<file path="src/rtl/z16_program_loader.sv">
// Z16 imem loader: byte stream -> 16-bit LE words at BASE_ADDR+2k; holds CPU in reset until loaded (Z16_LOADER_CHECKSUM_EN adds a trailing sum byte).
// Latency: write strobe 1 cycle after the HI byte is accepted; o_done/o_cpu_rst change 1 cycle after DONE is entered.
// Backpressure: o_byte_ready high while loading, low in DONE/ERR; timeout ERR if the source idles too long mid-image.
module z16_program_loader #(
   parameter logic [15:0] BASE_ADDR      = 16'h0000,
   parameter int unsigned MAX_WORDS      = 256,
   parameter int unsigned TIMEOUT_CYCLES = 1000000
) (
   input  logic        i_clk,
   input  logic        i_rst,
   input  logic        i_byte_valid,
   input  logic [7:0]  i_byte_data,
   output logic        o_byte_ready,
   output logic        o_imem_wen,
   output logic [15:0] o_imem_addr,
   output logic [15:0] o_imem_wdata,
   output logic        o_cpu_rst,
   output logic        o_done,
   output logic        o_error
);

   typedef enum logic [2:0] {
      S_LEN_LO, S_LEN_HI, S_DATA_LO, S_DATA_HI, S_CSUM, S_DONE, S_ERR
   } state_t;

   localparam logic [31:0] TMO_LIM = TIMEOUT_CYCLES;
   localparam logic [31:0] MAX_W   = MAX_WORDS;

   state_t      state_q, state_d;
   logic [15:0] len_q, len_d;
   logic [15:0] cnt_q, cnt_d;
   logic [7:0]  lo_q, lo_d;
   logic [31:0] tmo_q, tmo_d;
   logic        wen_q, wen_d;
   logic [15:0] addr_q, addr_d;
   logic [15:0] wdata_q, wdata_d;
   logic        done_q, cpu_rst_q;
   logic        accept, timed;
`ifdef Z16_LOADER_CHECKSUM_EN
   logic [7:0]  csum_q, csum_d;
`endif

   assign o_byte_ready = (state_q == S_LEN_LO) || (state_q == S_LEN_HI) ||
                         (state_q == S_DATA_LO) || (state_q == S_DATA_HI) ||
                         (state_q == S_CSUM);
   assign accept       = i_byte_valid && o_byte_ready;
   // LEN_LO is deliberately untimed: the loader may wait forever for an image to start.
   assign timed        = o_byte_ready && (state_q != S_LEN_LO);

   always_comb begin
      state_d = state_q;
      len_d   = len_q;
      cnt_d   = cnt_q;
      lo_d    = lo_q;
      tmo_d   = tmo_q;
      wen_d   = 1'b0;
      addr_d  = addr_q;
      wdata_d = wdata_q;
`ifdef Z16_LOADER_CHECKSUM_EN
      csum_d  = csum_q;
`endif
      if (accept) begin
         tmo_d = '0;
`ifdef Z16_LOADER_CHECKSUM_EN
         csum_d = csum_q + i_byte_data;
`endif
         case (state_q)
            S_LEN_LO: begin
               len_d[7:0] = i_byte_data;
               state_d    = S_LEN_HI;
            end
            S_LEN_HI: begin
               len_d[15:8] = i_byte_data;
               if (32'({i_byte_data, len_q[7:0]}) > MAX_W)
                  state_d = S_ERR;
               else if ({i_byte_data, len_q[7:0]} == 16'd0)
`ifdef Z16_LOADER_CHECKSUM_EN
                  state_d = S_CSUM;
`else
                  state_d = S_DONE;
`endif
               else
                  state_d = S_DATA_LO;
            end
            S_DATA_LO: begin
               lo_d    = i_byte_data;
               state_d = S_DATA_HI;
            end
            S_DATA_HI: begin
               wen_d   = 1'b1;
               addr_d  = BASE_ADDR + {cnt_q[14:0], 1'b0};
               wdata_d = {i_byte_data, lo_q};
               cnt_d   = cnt_q + 16'd1;
               if (cnt_q + 16'd1 == len_q)
`ifdef Z16_LOADER_CHECKSUM_EN
                  state_d = S_CSUM;
`else
                  state_d = S_DONE;
`endif
               else
                  state_d = S_DATA_LO;
            end
`ifdef Z16_LOADER_CHECKSUM_EN
            S_CSUM: state_d = (i_byte_data == csum_q) ? S_DONE : S_ERR;
`endif
            default: ;
         endcase
      end else if (timed) begin
         if ((TMO_LIM != 32'd0) && (tmo_q >= TMO_LIM - 32'd1))
            state_d = S_ERR;
         else
            tmo_d = tmo_q + 32'd1;
      end
   end

   always_ff @(posedge i_clk) begin
      if (i_rst) begin
         state_q   <= S_LEN_LO;
         len_q     <= '0;
         cnt_q     <= '0;
         lo_q      <= '0;
         tmo_q     <= '0;
         wen_q     <= 1'b0;
         addr_q    <= BASE_ADDR;
         wdata_q   <= '0;
         done_q    <= 1'b0;
         cpu_rst_q <= 1'b1;
`ifdef Z16_LOADER_CHECKSUM_EN
         csum_q    <= '0;
`endif
      end else begin
         state_q   <= state_d;
         len_q     <= len_d;
         cnt_q     <= cnt_d;
         lo_q      <= lo_d;
         tmo_q     <= tmo_d;
         wen_q     <= wen_d;
         addr_q    <= addr_d;
         wdata_q   <= wdata_d;
         done_q    <= (state_q == S_DONE);
         cpu_rst_q <= (state_q != S_DONE);
`ifdef Z16_LOADER_CHECKSUM_EN
         csum_q    <= csum_d;
`endif
      end
   end

   assign o_imem_wen   = wen_q;
   assign o_imem_addr  = addr_q;
   assign o_imem_wdata = wdata_q;
   assign o_done       = done_q;
   assign o_cpu_rst    = cpu_rst_q;
   assign o_error      = (state_q == S_ERR);

endmodule

</file>
<file path="config.mk">
export PLATFORM = sky130hd
export DESIGN_NAME = z16_program_loader
export DESIGN_NICKNAME = d
export VERILOG_FILES = /design/src/rtl/z16_program_loader.sv
export SDC_FILE = /design/constraint.sdc
export NUM_CORES = 1
export LEC_CHECK = 0
export ABC_AREA = 1
export BUFFER_PORTS_ARGS = -buffer_cell sky130_fd_sc_hd__buf_2
export CAP_MARGIN = 20
export CORE_MARGIN = 5
export CORE_UTILIZATION = 30
export DETAILED_ROUTE_END_ITERATION = 10
export GPL_TIMING_DRIVEN = 1
export PLACE_DENSITY_LB_ADDON = 0.2
export SLEW_MARGIN = 40
export SYNTH_ARGS = -nofsm -noshare
export SYNTH_HDL_FRONTEND = slang
export SYNTH_SLANG_ARGS = --single-unit
export TNS_END_PERCENT = 30
</file>
<file path="constraint.sdc">
create_clock -name i_clk -period 2.8 [get_ports i_clk]
set_input_delay 0.56 -clock i_clk [delete_from_list [all_inputs] [get_ports i_clk]]
set_output_delay 0.56 -clock i_clk [all_outputs]
set_load 0.005 [all_outputs]
</file>
[Word level (Yosys, flattened, before mapping)]
Cells that the tools add are included.
Storage, ports and cells
  register bits after elaboration: 109
  logic and storage cells: 53
  output and inout bits: 37
  bits of input ports: 11
Operators by class
  muxes and demuxes: 8
  bitwise logic cells: 2
  equal/unequal tests: 9
  add/sub/neg operators: 2
  order comparisons: 2
  reduce and logical (&&, ||, !) cells: 19
Operator list (number)
  adder 32 x 1 -> 32 bit (second input constant): 1
  >= comparator 32 x 20 -> 1 bit (second input constant): 1
  two-way mux 3 bit: 6
  adder 16 x 1 -> 16 bit (second input constant): 1
  equality test 16 bit: 1
  greater-than comparator 16 x 9 -> 1 bit (second input constant): 1
  zero test 16 bit: 1
  case mux 3 bit (4 select lines): 1
  AND reduction 2 bit: 5
  equality test 3 bit (second input constant): 3
  equality test 3 x 2 -> 1 bit (second input constant): 2
  inequality test 5 x 1 -> 1 bit (second input constant): 1
  logical OR 1 bit: 4
  nonzero test 2 bit: 2
  OR reduction 2 bit: 2
  equality test 3 x 1 -> 1 bit (second input constant): 1
  zero test 3 bit: 1
  inequality test 3 bit (second input constant): 1
  AND reduction 3 bit: 1
  nonzero test 3 bit: 1
  logical AND 1 bit: 2
  NOT 1 bit: 2
  two-way mux 1 bit: 1

[Logic depth before layout (Yosys ltp)]
  depth in word-level cells: 8
  depth in mapped cells: 15
  mapped depth without buffers: 15

[Worst setup path before layout]
No wires, ideal clock.
  path kind: register -> register
  start: reg cnt_q[0]
  end: reg state_q[0]
  arrival: 1.634 ns
  buffers on the path: 0
  setup slack: 1.099 ns
  library setup time: 0.067 ns
  cell stages (with the launch flop): 16
  clock period less this slack: 1.701 ns
  required time: 2.733 ns
  cells stage by stage: dfxtp_1 ha_1 nand2_1 nor2_4 nand3_1 nand2_1 nand2_2 nand2_1 nand2_1 nor2_1 nand2_1 nor2_1 nand3_1 nand2_1 nand2_1 a21oi_2
Between the ends
  word-level cells in the longest chain between the ends: 5
RTL lines
  start, declared: line 31  | logic [15:0] cnt_q, cnt_d;
  start signal, assigned: line 134  | cnt_q <= cnt_d;
  adder 16 x 1 -> 16 bit: line 94  | if (cnt_q + 16'd1 == len_q)
  equality test 16 bit: line 94
  two-way mux 3 bit: line 94
  case mux 3 bit (4 select lines): line 67  | case (state_q)
  two-way mux 3 bit: line 62  | if (accept) begin
  end signal, assigned: line 132  | state_q <= state_d;
  end, declared: line 29  | state_t state_q, state_d;
Every way passes these cells.
A chain may end at the register's enable or synchronous reset.

[Worst setup path after layout]
  start: reg cnt_q[0]
  end: reg state_q[2]
Same word-level chain as after synthesis.

==> flow_summary_export.csv <==
group,metric,value,unit
outcome,status,"finished, final reports clean",
synth,synth_mux_area_share,0,%
cts,root_buffer,"clkbuf_16",
synth,synthFlopType,"dfxtp_1",
placed_design,place.gp.congestion,0.835,
drt,vias,4730,
setup_path,worstPathArrival,2.36,ns
timing,worst_slack,0.737,ns
timing,finalSetupViolCount,0,
finish,diodes,0,
timing,worst_hold_slack,0.434,ns
setup_path,cpMostUsedCell,"nand2_1",
global_route,grt_pass1_wl,22800,um
power,irDropWorstVdd,0.293,mV
synth,synthSimpleGateAreaFrac,29.7,%
setup_path,worstPathCellList,"ha_1 -> nand3_1 -> nor2_1 -> nand2_1 -> nand3_1 -> nand2_1 -> nor2_1 -> nand2_1 -> nor2_1 -> nand4_1 -> o21ai_1 -> nand2_1 -> nand2_1",
global_route,antenna_found_initial,1,
global_route,grt_max_degree,63,
power,switchingPower,854,uW
synth,yosysSeqAreaShare,42.5,%
setup_path,worstPathRequired,3.10,ns
synth,async_flop_share,0,%
synth,netlist.area_leader.share,42.5,%
drt,drtIter0Drc,234,
power,p_comb_share,11.1,%
timing,slew-limit-headroom,55.5,%
cts,postCtsSetupBuffers,0,
die,die_x,141,um
timing,fin_setup_tns,0,ns
cts,cts_resized,0,
synth,yosys-top-cells-area,"dfxtp_1, nand2_1, a21oi_1, inv_1, o21ai_0",
finish,syn_to_final_growth,15.2,%
timing,fin_crit_sh,73.7,%
die,start_util,30.7,%
drt,post-route-drc-count,0,
power,internal-power,2560,uW
synth,synth_edf_count,0,
synth,synth-compound-area-share,15.2,%
placed_design,dp_slack,0.727,ns
placed_design,portBuffers,46,
die,core_area,16700,sq um
drt,drt_first_pass_iters,4,
setup_path,slowest_delay,0.41,ns
setup_path,crit_fanout,5,
finish,layout-drive-gt1-share,9.88,%
synth,synth_cell_types,33,
synth,synthAdderAreaFrac,0.487,%
drt,wl_per_cell,13.2,um
drt,postRouteAntennaNets,0,
drt,viasPerCell,4.64,
timing,worst_slew_pin_slew,0.667,ns
cts,clock-sinks,109,
power,swShare,25.0,%
worst_hold_path,hp-class,"flip-flop to flip-flop",
synth,synth_top_family_by_area,"simple AND/OR/NAND/NOR gates",
synth,synth.most_common_cell,"nand2_1",
setup_path,crit_path_top_delay_cell,"dfxtp_1",
global_route,grt_pass1_vias,4540,
die,num_io_pins,48,
synth,synthTopCellsByCount,"nand2_1, dfxtp_1, inv_1, a21oi_1, nor2_1",
power,p_leak,0.00242,uW
timing,slew_viol_final,0,
synth,ys_warn_count,0,
run,drv_cap,0,
synth,synthesis.instances,757,
die,rows,47,
global_route,grtUsageTotal,14.1,%
die,dieArea,19800,sq um
setup_path,critPathKind,"flip-flop to flip-flop",
power,p_total,3410,uW
cts,postCtsHoldBufs,0,
drt,drt-total-wl,13500,um
synth,syn_area,5130,sq um
setup_path,worstPathBufferInverterCount,0,
finish,fin_nets,808,
synth,synth.avg_cell_area,6.78,sq um
cts,cts_tree,"yes",
synth,ys_ff_latch,109,
synth,synth_nets,770,
cts,clkTransAtPathRegs,0.07,ns
timing,fin_worst_skew,0.00995,ns
timing,rsz0062_at_grt,"no",
cts,clock_latency,0.35,ns
setup_path,cpLargestDelayFamily,"simple AND/OR/NAND/NOR gates",
timing,hold_viol_final,0,
timing,clock.fmax,485,MHz
cts,cts_made_buffers,9,
global_route,grt_overflow,0,
die,die_h,141,um
cts,h-tree-depth,3,
setup_path,cp-end-kind,"flip-flop",
timing,min_period,2.06,ns
synth,synth_xor_area_share,2.73,%
synth,yosysTopAreaCell,"dfxtp_1",
power,seq_power_share,48.2,%
placed_design,hpwl,10100,um
power,power.share.clock,40.7,%
power,p_per_area,576,nW/um^2
setup_path,critical_path.startpoint_type,"flip-flop",
cts,clk_path_buf_depth,2,
==> per-layer routing <==
metal  GRT usage [%]  part of all wire (%)  vias up
met2            24.6                    49       52
met4            3.11                   1.2        2
met1            17.4                    46     2145
met5               0                 0.052        -
met3            3.69                   3.2       14
li1                -                     -     2517
==> registers in the layout, indices dropped and copies added, names as in the netlist <==
| register | flops |
|---|---|
| state_q | 3 |
| o_imem_addr | 15 |
| o_done | 1 |
| o_imem_wen | 1 |
| tmo_q | 32 |
| cnt_q | 16 |
| lo_q | 8 |
| o_imem_wdata | 16 |
| o_cpu_rst | 1 |
| len_q | 16 |
==> kinds of logic after synthesis <==
family                   count (synthesis)
adder cells (fa/ha/maj)                  2
flip-flops                             109
AND/OR/NAND/NOR                        354
other                                    1
XOR/XNOR                                16
AO/OA/AOI/OAI                          151
buffers and inverters                  124
==> through the flow <==
step,utilization (%),std cells,area [sq um]
global route,35.4,1020,5920
global placement,33.5,1004,5590
detailed placement,33.5,1004,5590
finish,35.4,1020,5920
floorplan,-,757,5130
CTS,35.4,1020,5920
==> cell type report <==
class                      instances  area (sq um)
fill                            1843         10800
clock inverter                     3          67.6
multi-input combinational        524          2480
sequential                       109          2180
clock buffer                      13           260
inverter                          97           364
tap                              220           275
timing repair buffer              54           290
==> power groups by stage <==
stage | clock [uW] | combinational (uW) | sequential [uW]
6_report | 1390 | 379 | 1640
5_1_grt | 1520 | 437 | 1650
4_1_cts | 1440 | 385 | 1640
3_5_place_dp | 0 | 384 | 1680
3_3_place_gp | 0 | 386 | 1680
2_1_floorplan | 0 | 274 | 1670
==> worst register-to-register path: stages, from the launching register on <==
cell and delay [ns]:
dfxtp_1 0.41, ha_1 0.21, nand3_1 0.15, nor2_1 0.27, nand2_1 0.12, nand3_1 0.13, nand2_1 0.06, nor2_1 0.08
nand2_1 0.06, nor2_1 0.11, nand4_1 0.15, o21ai_1 0.15, nand2_1 0.06, nand2_1 0.05
==> final timing paths <==
kind                                        startpoint                 endpoint  slack [ns]  depth (start not counted)
worst max-delay path             cnt_q[0]$_SDFFE_PP0P_  state_q[2]$_SDFFE_PP0P_        0.74                         13
worst min-delay path            tmo_q[30]$_SDFFE_PP0P_   tmo_q[30]$_SDFFE_PP0P_        0.43                          2
worst max register to register   cnt_q[0]$_SDFFE_PP0P_  state_q[2]$_SDFFE_PP0P_        0.74                         13
worst min register to register  tmo_q[30]$_SDFFE_PP0P_   tmo_q[30]$_SDFFE_PP0P_        0.43                          2
==> cell usage in the layout, fill, tap and decap left out, types with 2 or more instances in the layout <==
cell / instances
bufinv_16: 2
a31oi_1: 4
dfxtp_1: 109
nand4_1: 19
inv_1: 94
clkbuf_1: 2
nand3_1: 49
xnor2_1: 5
o21ai_0: 56
clkbuf_8: 2
ha_1: 2
nor2_1: 72
nor4_1: 3
clkinv_1: 2
nand2_2: 3
nor2_4: 4
buf_2: 46
xor2_1: 11
buf_4: 8
nand2_1: 183
clkbuf_16: 9
o211ai_1: 3
nor3_1: 17
o21bai_1: 2
a21oi_1: 82
(Power assumes the default switching activity.)
